[src/rtl/sram_ecc_ctrl_128x256.sv]
// SECDED-protected SRAM controller: Lanes x 32-bit data lanes, each stored as a
// 39-bit Hsiao codeword. After reset, or on an init_i request, the whole array
// is cleared to zero. Reads have a two-cycle latency and are fully pipelined.
module sram_ecc_ctrl_128x256 #(
   parameter int Depth = 128,
   parameter int Lanes = 8
) (
   input  logic                       clk_i,
   input  logic                       rst_i,
   input  logic                       req_i,
   output logic                       gnt_o,
   input  logic                       we_i,
   input  logic [$clog2(Depth)-1:0]   addr_i,
   input  logic [Lanes*32-1:0]        wdata_i,
   input  logic [Lanes-1:0]           wmask_i,
   output logic                       rvalid_o,
   output logic [Lanes*32-1:0]        rdata_o,
   output logic [1:0]                 rerr_o,
   input  logic                       init_i,
   output logic                       init_done_o,
   output logic [7:0]                 corr_cnt_o,
   output logic                       sram_req_o,
   output logic                       sram_write_o,
   output logic [$clog2(Depth)-1:0]   sram_addr_o,
   output logic [Lanes-1:0]           sram_wmask_o,
   output logic [Lanes*39-1:0]        sram_wdata_o,
   input  logic [Lanes*39-1:0]        sram_rdata_i
);

   localparam int AW = $clog2(Depth);
   localparam int DW = Lanes * 32;
   localparam int CW = Lanes * 39;

   // Hsiao (39,32) parity masks over the data bits; check bit k is lane bit 32+k.
   localparam logic [38:0] EncMask [7] = '{
      39'h002606BD25, 39'h00DEBA8050, 39'h00413D89AA, 39'h0031234ED1,
      39'h00C2C1323B, 39'h002DCC624C, 39'h0098505586
   };

   function automatic logic [38:0] prim_secded_39_32_enc(input logic [31:0] data);
      logic [38:0] cw;
      cw = {7'b0000000, data};
      for (int k = 0; k < 7; k++) begin
         cw[32+k] = ^(cw[31:0] & EncMask[k][31:0]);
      end
      return cw;
   endfunction

   // Returns {uncorrectable, correctable, data}; data is raw when uncorrectable.
   function automatic logic [33:0] prim_secded_39_32_dec(input logic [38:0] cw);
      logic [6:0]  syn;
      logic [6:0]  col;
      logic [31:0] data;
      logic [1:0]  err;
      for (int k = 0; k < 7; k++) begin
         syn[k] = (^(cw[31:0] & EncMask[k][31:0])) ^ cw[32+k];
      end
      for (int j = 0; j < 32; j++) begin
         for (int k = 0; k < 7; k++) begin
            col[k] = EncMask[k][j];
         end
         data[j] = cw[j] ^ (syn == col);
      end
      err[0] = ^syn;
      err[1] = ~(^syn) & (|syn);
      data   = err[1] ? cw[31:0] : data;
      return {err, data};
   endfunction

   function automatic logic [CW-1:0] encode_word(input logic [DW-1:0] d);
      logic [CW-1:0] c;
      for (int l = 0; l < Lanes; l++) begin
         c[39*l +: 39] = prim_secded_39_32_enc(d[32*l +: 32]);
      end
      return c;
   endfunction

   // Returns {error classes ORed across lanes, corrected data word}.
   function automatic logic [DW+1:0] decode_word(input logic [CW-1:0] c);
      logic [33:0]   ld;
      logic [DW-1:0] d;
      logic [1:0]    err;
      err = 2'b00;
      for (int l = 0; l < Lanes; l++) begin
         ld            = prim_secded_39_32_dec(c[39*l +: 39]);
         d[32*l +: 32] = ld[31:0];
         err           = err | ld[33:32];
      end
      return {err, d};
   endfunction

   typedef enum logic [0:0] {StInit = 1'b0, StIdle = 1'b1} state_e;

   state_e          state_r;
   state_e          state_next_s;
   logic [AW-1:0]   init_addr_r;
   logic            init_last_s;
   logic            init_start_s;
   logic            rd_acc_s;
   logic            rd_pend_r;
   logic [DW+1:0]   dec_s;

   assign init_last_s  = (init_addr_r == AW'(Depth - 1));
   assign init_start_s = (state_r == StIdle) & init_i;
   assign dec_s        = decode_word(sram_rdata_i);

   // State register.
   always_ff @(posedge clk_i or posedge rst_i) begin
      if (rst_i) begin
         state_r <= StInit;
      end else begin
         state_r <= state_next_s;
      end
   end

   // Next state: INIT sweeps the array once, IDLE leaves only on init_i.
   always_comb begin
      state_next_s = state_r;
      case (state_r)
         StInit: begin
            if (init_last_s) state_next_s = StIdle;
            else             state_next_s = StInit;
         end
         StIdle: begin
            if (init_i) state_next_s = StInit;
            else        state_next_s = StIdle;
         end
         default: state_next_s = StInit;
      endcase
   end

   // Outputs: clearing writes in INIT, combinational host pass-through in IDLE.
   always_comb begin
      gnt_o        = 1'b0;
      init_done_o  = 1'b0;
      rd_acc_s     = 1'b0;
      sram_req_o   = 1'b0;
      sram_write_o = 1'b0;
      sram_addr_o  = {AW{1'b0}};
      sram_wmask_o = {Lanes{1'b0}};
      sram_wdata_o = {CW{1'b0}};
      case (state_r)
         StInit: begin
            sram_req_o   = ~rst_i;
            sram_write_o = 1'b1;
            sram_addr_o  = init_addr_r;
            sram_wmask_o = {Lanes{1'b1}};
         end
         StIdle: begin
            gnt_o        = 1'b1;
            init_done_o  = 1'b1;
            rd_acc_s     = req_i & ~we_i;
            sram_req_o   = req_i & (~we_i | (|wmask_i));
            sram_write_o = we_i;
            sram_addr_o  = addr_i;
            sram_wmask_o = we_i ? wmask_i : {Lanes{1'b1}};
            sram_wdata_o = encode_word(wdata_i);
         end
         default: begin
            gnt_o = 1'b0;
         end
      endcase
   end

   // Clearing address: restarts at 0 on every entry into INIT.
   always_ff @(posedge clk_i or posedge rst_i) begin
      if (rst_i) begin
         init_addr_r <= {AW{1'b0}};
      end else if (init_start_s || (state_r == StInit && init_last_s)) begin
         init_addr_r <= {AW{1'b0}};
      end else if (state_r == StInit) begin
         init_addr_r <= init_addr_r + AW'(1);
      end
   end

   // Read pipeline: request at T, decode SRAM data at T+1, respond at T+2.
   always_ff @(posedge clk_i or posedge rst_i) begin
      if (rst_i) begin
         rd_pend_r <= 1'b0;
         rvalid_o  <= 1'b0;
         rdata_o   <= {DW{1'b0}};
         rerr_o    <= 2'b00;
      end else begin
         rd_pend_r <= rd_acc_s;
         rvalid_o  <= rd_pend_r;
         if (rd_pend_r) begin
            rdata_o <= dec_s[DW-1:0];
            rerr_o  <= dec_s[DW+1:DW];
         end
      end
   end

   // Correctable-error response counter: saturates, cleared on entry into INIT.
   always_ff @(posedge clk_i or posedge rst_i) begin
      if (rst_i) begin
         corr_cnt_o <= 8'd0;
      end else if (init_start_s) begin
         corr_cnt_o <= 8'd0;
      end else if (rd_pend_r && dec_s[DW] && (corr_cnt_o != 8'hFF)) begin
         corr_cnt_o <= corr_cnt_o + 8'd1;
      end
   end

endmodule

[config.mk]
export PLATFORM = sky130hd
export DESIGN_NAME = sram_ecc_ctrl_128x256
export DESIGN_NICKNAME = d
export VERILOG_FILES = /design/src/rtl/sram_ecc_ctrl_128x256.sv
export SDC_FILE = /design/constraint.sdc
export NUM_CORES = 2
export LEC_CHECK = 0
export BUFFER_PORTS_ARGS = -buffer_cell sky130_fd_sc_hd__buf_2
export CAP_MARGIN = 20
export CORE_AREA = 2 2 457 459
export DETAILED_ROUTE_END_ITERATION = 16
export DIE_AREA = 0 0 459 461
export PLACE_DENSITY_LB_ADDON = 0.1
export SYNTH_ARGS = -nofsm -noshare
export SYNTH_HDL_FRONTEND = slang
export SYNTH_SLANG_ARGS = --single-unit
export TNS_END_PERCENT = 50
[constraint.sdc]
create_clock -name clk_i -period 10.61 [get_ports clk_i]
set_input_delay 2.122 -clock clk_i [delete_from_list [all_inputs] [get_ports clk_i]]
set_output_delay 2.122 -clock clk_i [all_outputs]
set_load 0.03 [all_outputs]
==> reports/qor.yml <==
grt:
  grt_pass1_wl_mm: 281
  grt-ovfl-total: 0
  antenna_found_initial: 202
  grt_max_degree: 190
  grt_use_total_pct: 19.8
  grt_pass1_vias: 28800
route:
  drt-initial-drc-count: 1580
  drt-vias-per-instance: 3.89
  ant_nets: 0
  drtPass1Iterations: 5
  drc: 0
  post_drt_wl_per_cell_um: 30.3
  wl_mm: 218
  vias: 28000
clock_tree:
  cts-root-to-sink-buffers: 3
  cts_tree: "built"
  clk_pin_slew_ns: 0.05
  clkSinkCount: 276
  hold_buffers: 0
  htree_levels: 2
  clock_latency_ns: 0.64
  clk_root_buffer_cell: "clkbuf_16"
  postCtsSetupBuffers: 0
  cts_buffers: 46
  cts_resized: 0
floorplanning:
  core_area_um2: 206000
  dieArea_um2: 212000
  die_w_um: 459
  start_util_pct: 13.9
  die_y_um: 461
  io_pins: 1186
  rows: 167
sta:
  fin_skew_ns: 0.0352
  slew_violations: 0
  slew_headroom_pct: 27.0
  tightest_slew_ns: 1.10
  rsz0062_at_grt: "false"
  hold_viol: 0
  fin_crit_sh_pct: 58.5
  finalCriticalPeriod_ns: 6.21
  layout_setup_ws_ns: 4.40
  setup_violations: 0
  fin_setup_tns_ns: 0
  timing.fmax_mhz: 161
outcome:
  outcome: "finished clean"
critical_path:
  cp_common_cell: "xnor2_1"
  critPathMaxStageDelay_ns: 0.69
  crit_slowest_cell: "xnor2_1"
  crit_required_ns: 8.49
  critical_path_arrival_ns: 4.09
  criticalPathCategory: "in -> out"
  end_kind: "output pin"
  crit_path_max_fanout: 3
  crit_chain: "buf_2 > xnor2_1 > xnor2_1 > xnor2_1 > xnor2_1 > and2_1 > buf_2"
  startpoint_type: "primary input"
  critPathTopFamily: "XOR/XNOR gates"
  path_buf_inv: 2
synth:
  ys_seq_elements: 276
  synthXorXnorAreaFrac_pct: 45.8
  synth_compound_area_share_pct: 5.52
  synthFlopType: "dfrtp_1"
  synth_edf_count: 0
  yosys-top-cells-area: "xnor2_1, dfrtp_1, xor2_1"
  synth_top_area_cell: "xnor2_1"
  ys_warn_count: 0
  synthesis.area_um2: 28600
  synth_mux_area_share_pct: 0.638
  synth_top_area_share_pct: 31.3
  synth_cell_types: 51
  synth_commonest_cells: "xnor2_1, nor2_1, xor2_1, and2_1, dfrtp_1"
  syn_avg_cell_area_um2: 8.80
  synthSimpleGateAreaFrac_pct: 17.8
  synth.most_common_cell: "xnor2_1"
  synth_top_family_by_area: "XOR/XNOR gates"
  yosys.area_share.adder_pct: 3.76
  synth_cells: 3255
  async_reset_ff_share_pct: 100
  synth-seq-area-share_pct: 24.1
  syn_nets: 3929
pwr:
  leakage_uw: 0.0163
  p_comb_share_pct: 70.4
  max-vdd-ir-drop_uv: 357
  power_density_nw_per_um2: 276
  p_int_uw: 4830
  swShare_pct: 55.7
  switchingPower_uw: 6060
  sequentialPowerShare_pct: 14.7
  p_clk_share_pct: 15.0
  power_uw: 10900
place:
  port_buffers: 1185
  hpwl_mm: 189
  pre_cts_ws_ns: 4.19
  gp_congestion: 1.09
layout:
  multi_input_area_um2: 21000
  fin_nets: 5049
  drive_gt1_share_pct: 29.6
  syn_to_final_growth_pct: 37.7
  nFillCells: 23500
  seqCellArea_um2: 6910
job:
  cap_violations: 0
hold_path:
  hp-class: "reg -> reg"
## layer usage
layer	up-vias	routed length, um	global-route usage (%)	part of all wire, %
met3	466	23000	9.51	11
met4	88	10400	9.19	4.8
met2	1238	106000	33.9	48
met1	13400	78300	20.4	36
met5	-	556	0	0.26
li1	12900	-	-	-
## kinds of logic (layout without fill, tap and decap cells)
family,count (synthesis),after routing
compound gates,297,297
buf+inv,182,1333
other cells,0,94
fa+ha+maj,86,86
simple gates,986,986
flops,276,276
xor+xnor,1411,1411
mux,17,17
## cell usage in the layout, fill, tap and decap left out, types with 6 or more instances in the layout
cell       count
nand3_1       97
mux2_2        10
dfrtp_1      274
o2111ai_1      6
buf_2       1185
nor2_1       338
or2_2          8
nor2b_1       18
and2_1       317
xnor2_1     1023
clkbuf_16     46
clkbuf_1       7
a211oi_1       7
o21ai_0        9
diode_2       94
nand2_1       60
a31oi_1        6
xor2_1       334
a21oi_1      260
xor3_1         7
and3_1        19
ha_1          86
nand4_1       84
nor3_1        14
buf_4         17
xnor3_1       45
inv_1         47
clkbuf_8       8
## per-stage QoR
stage / util [%] / instance area, um2 / hold slack, ns / instances
floorplan: - / 28600 / 0.372 / 3255
global placement: 18.2 / 37600 / 0.488 / 7026
detailed placement: 18.2 / 37600 / 0.494 / 7028
CTS: 19.0 / 39200 / 0.506 / 7107
global route: 19.0 / 39300 / 0.510 / 7157
finish: 19.1 / 39400 / 0.499 / 7204
## flip-flops by register name, summed over array words and instances, names as in the netlist
name,flops
rerr_o,2
corr_cnt_o,8
init_addr_r,7
rd_pend_r,1
rvalid_o,1
state_r,1
rdata_o,256
## power by group through the flow
stage	sequential (uW)	combinational [uW]	clock (uW)
detailed placement	1620	7760	0
finish	1600	7660	1630
global route	1650	8280	1750
global placement	1620	7640	0
CTS	1610	7800	1730
floorplan	2210	4090	0
## area by class of cell
| cell class | instances | area share, % |
|---|---|---|
| inverters | 48 | 0.476 |
| repair buffers | 1206 | 15.5 |
| diodes | 94 | 0.597 |
| clock inverters | 18 | 0.657 |
| well taps | 2704 | 8.58 |
| clock buffers | 61 | 3.26 |
| flip-flops and latches | 276 | 17.5 |
| multi-input cells | 2797 | 53.4 |
## worst paths after layout
kind                                    from                end  slack, ns  cells past startpoint
worst max register to register     rd_pend_r       rdata_o[239]       7.69                      3
min in group asynchronous              rst_i       rdata_o[117]       1.60                      2
worst min register to register  rdata_o[235]       rdata_o[235]       0.50                      1
worst min-delay path            rdata_o[235]       rdata_o[235]       0.50                      1
worst max-delay path             wdata_i[89]  sram_wdata_o[111]       4.40                      7
max in group asynchronous              rst_i        rdata_o[52]       6.94                      4
(Power assumes the default switching activity.)
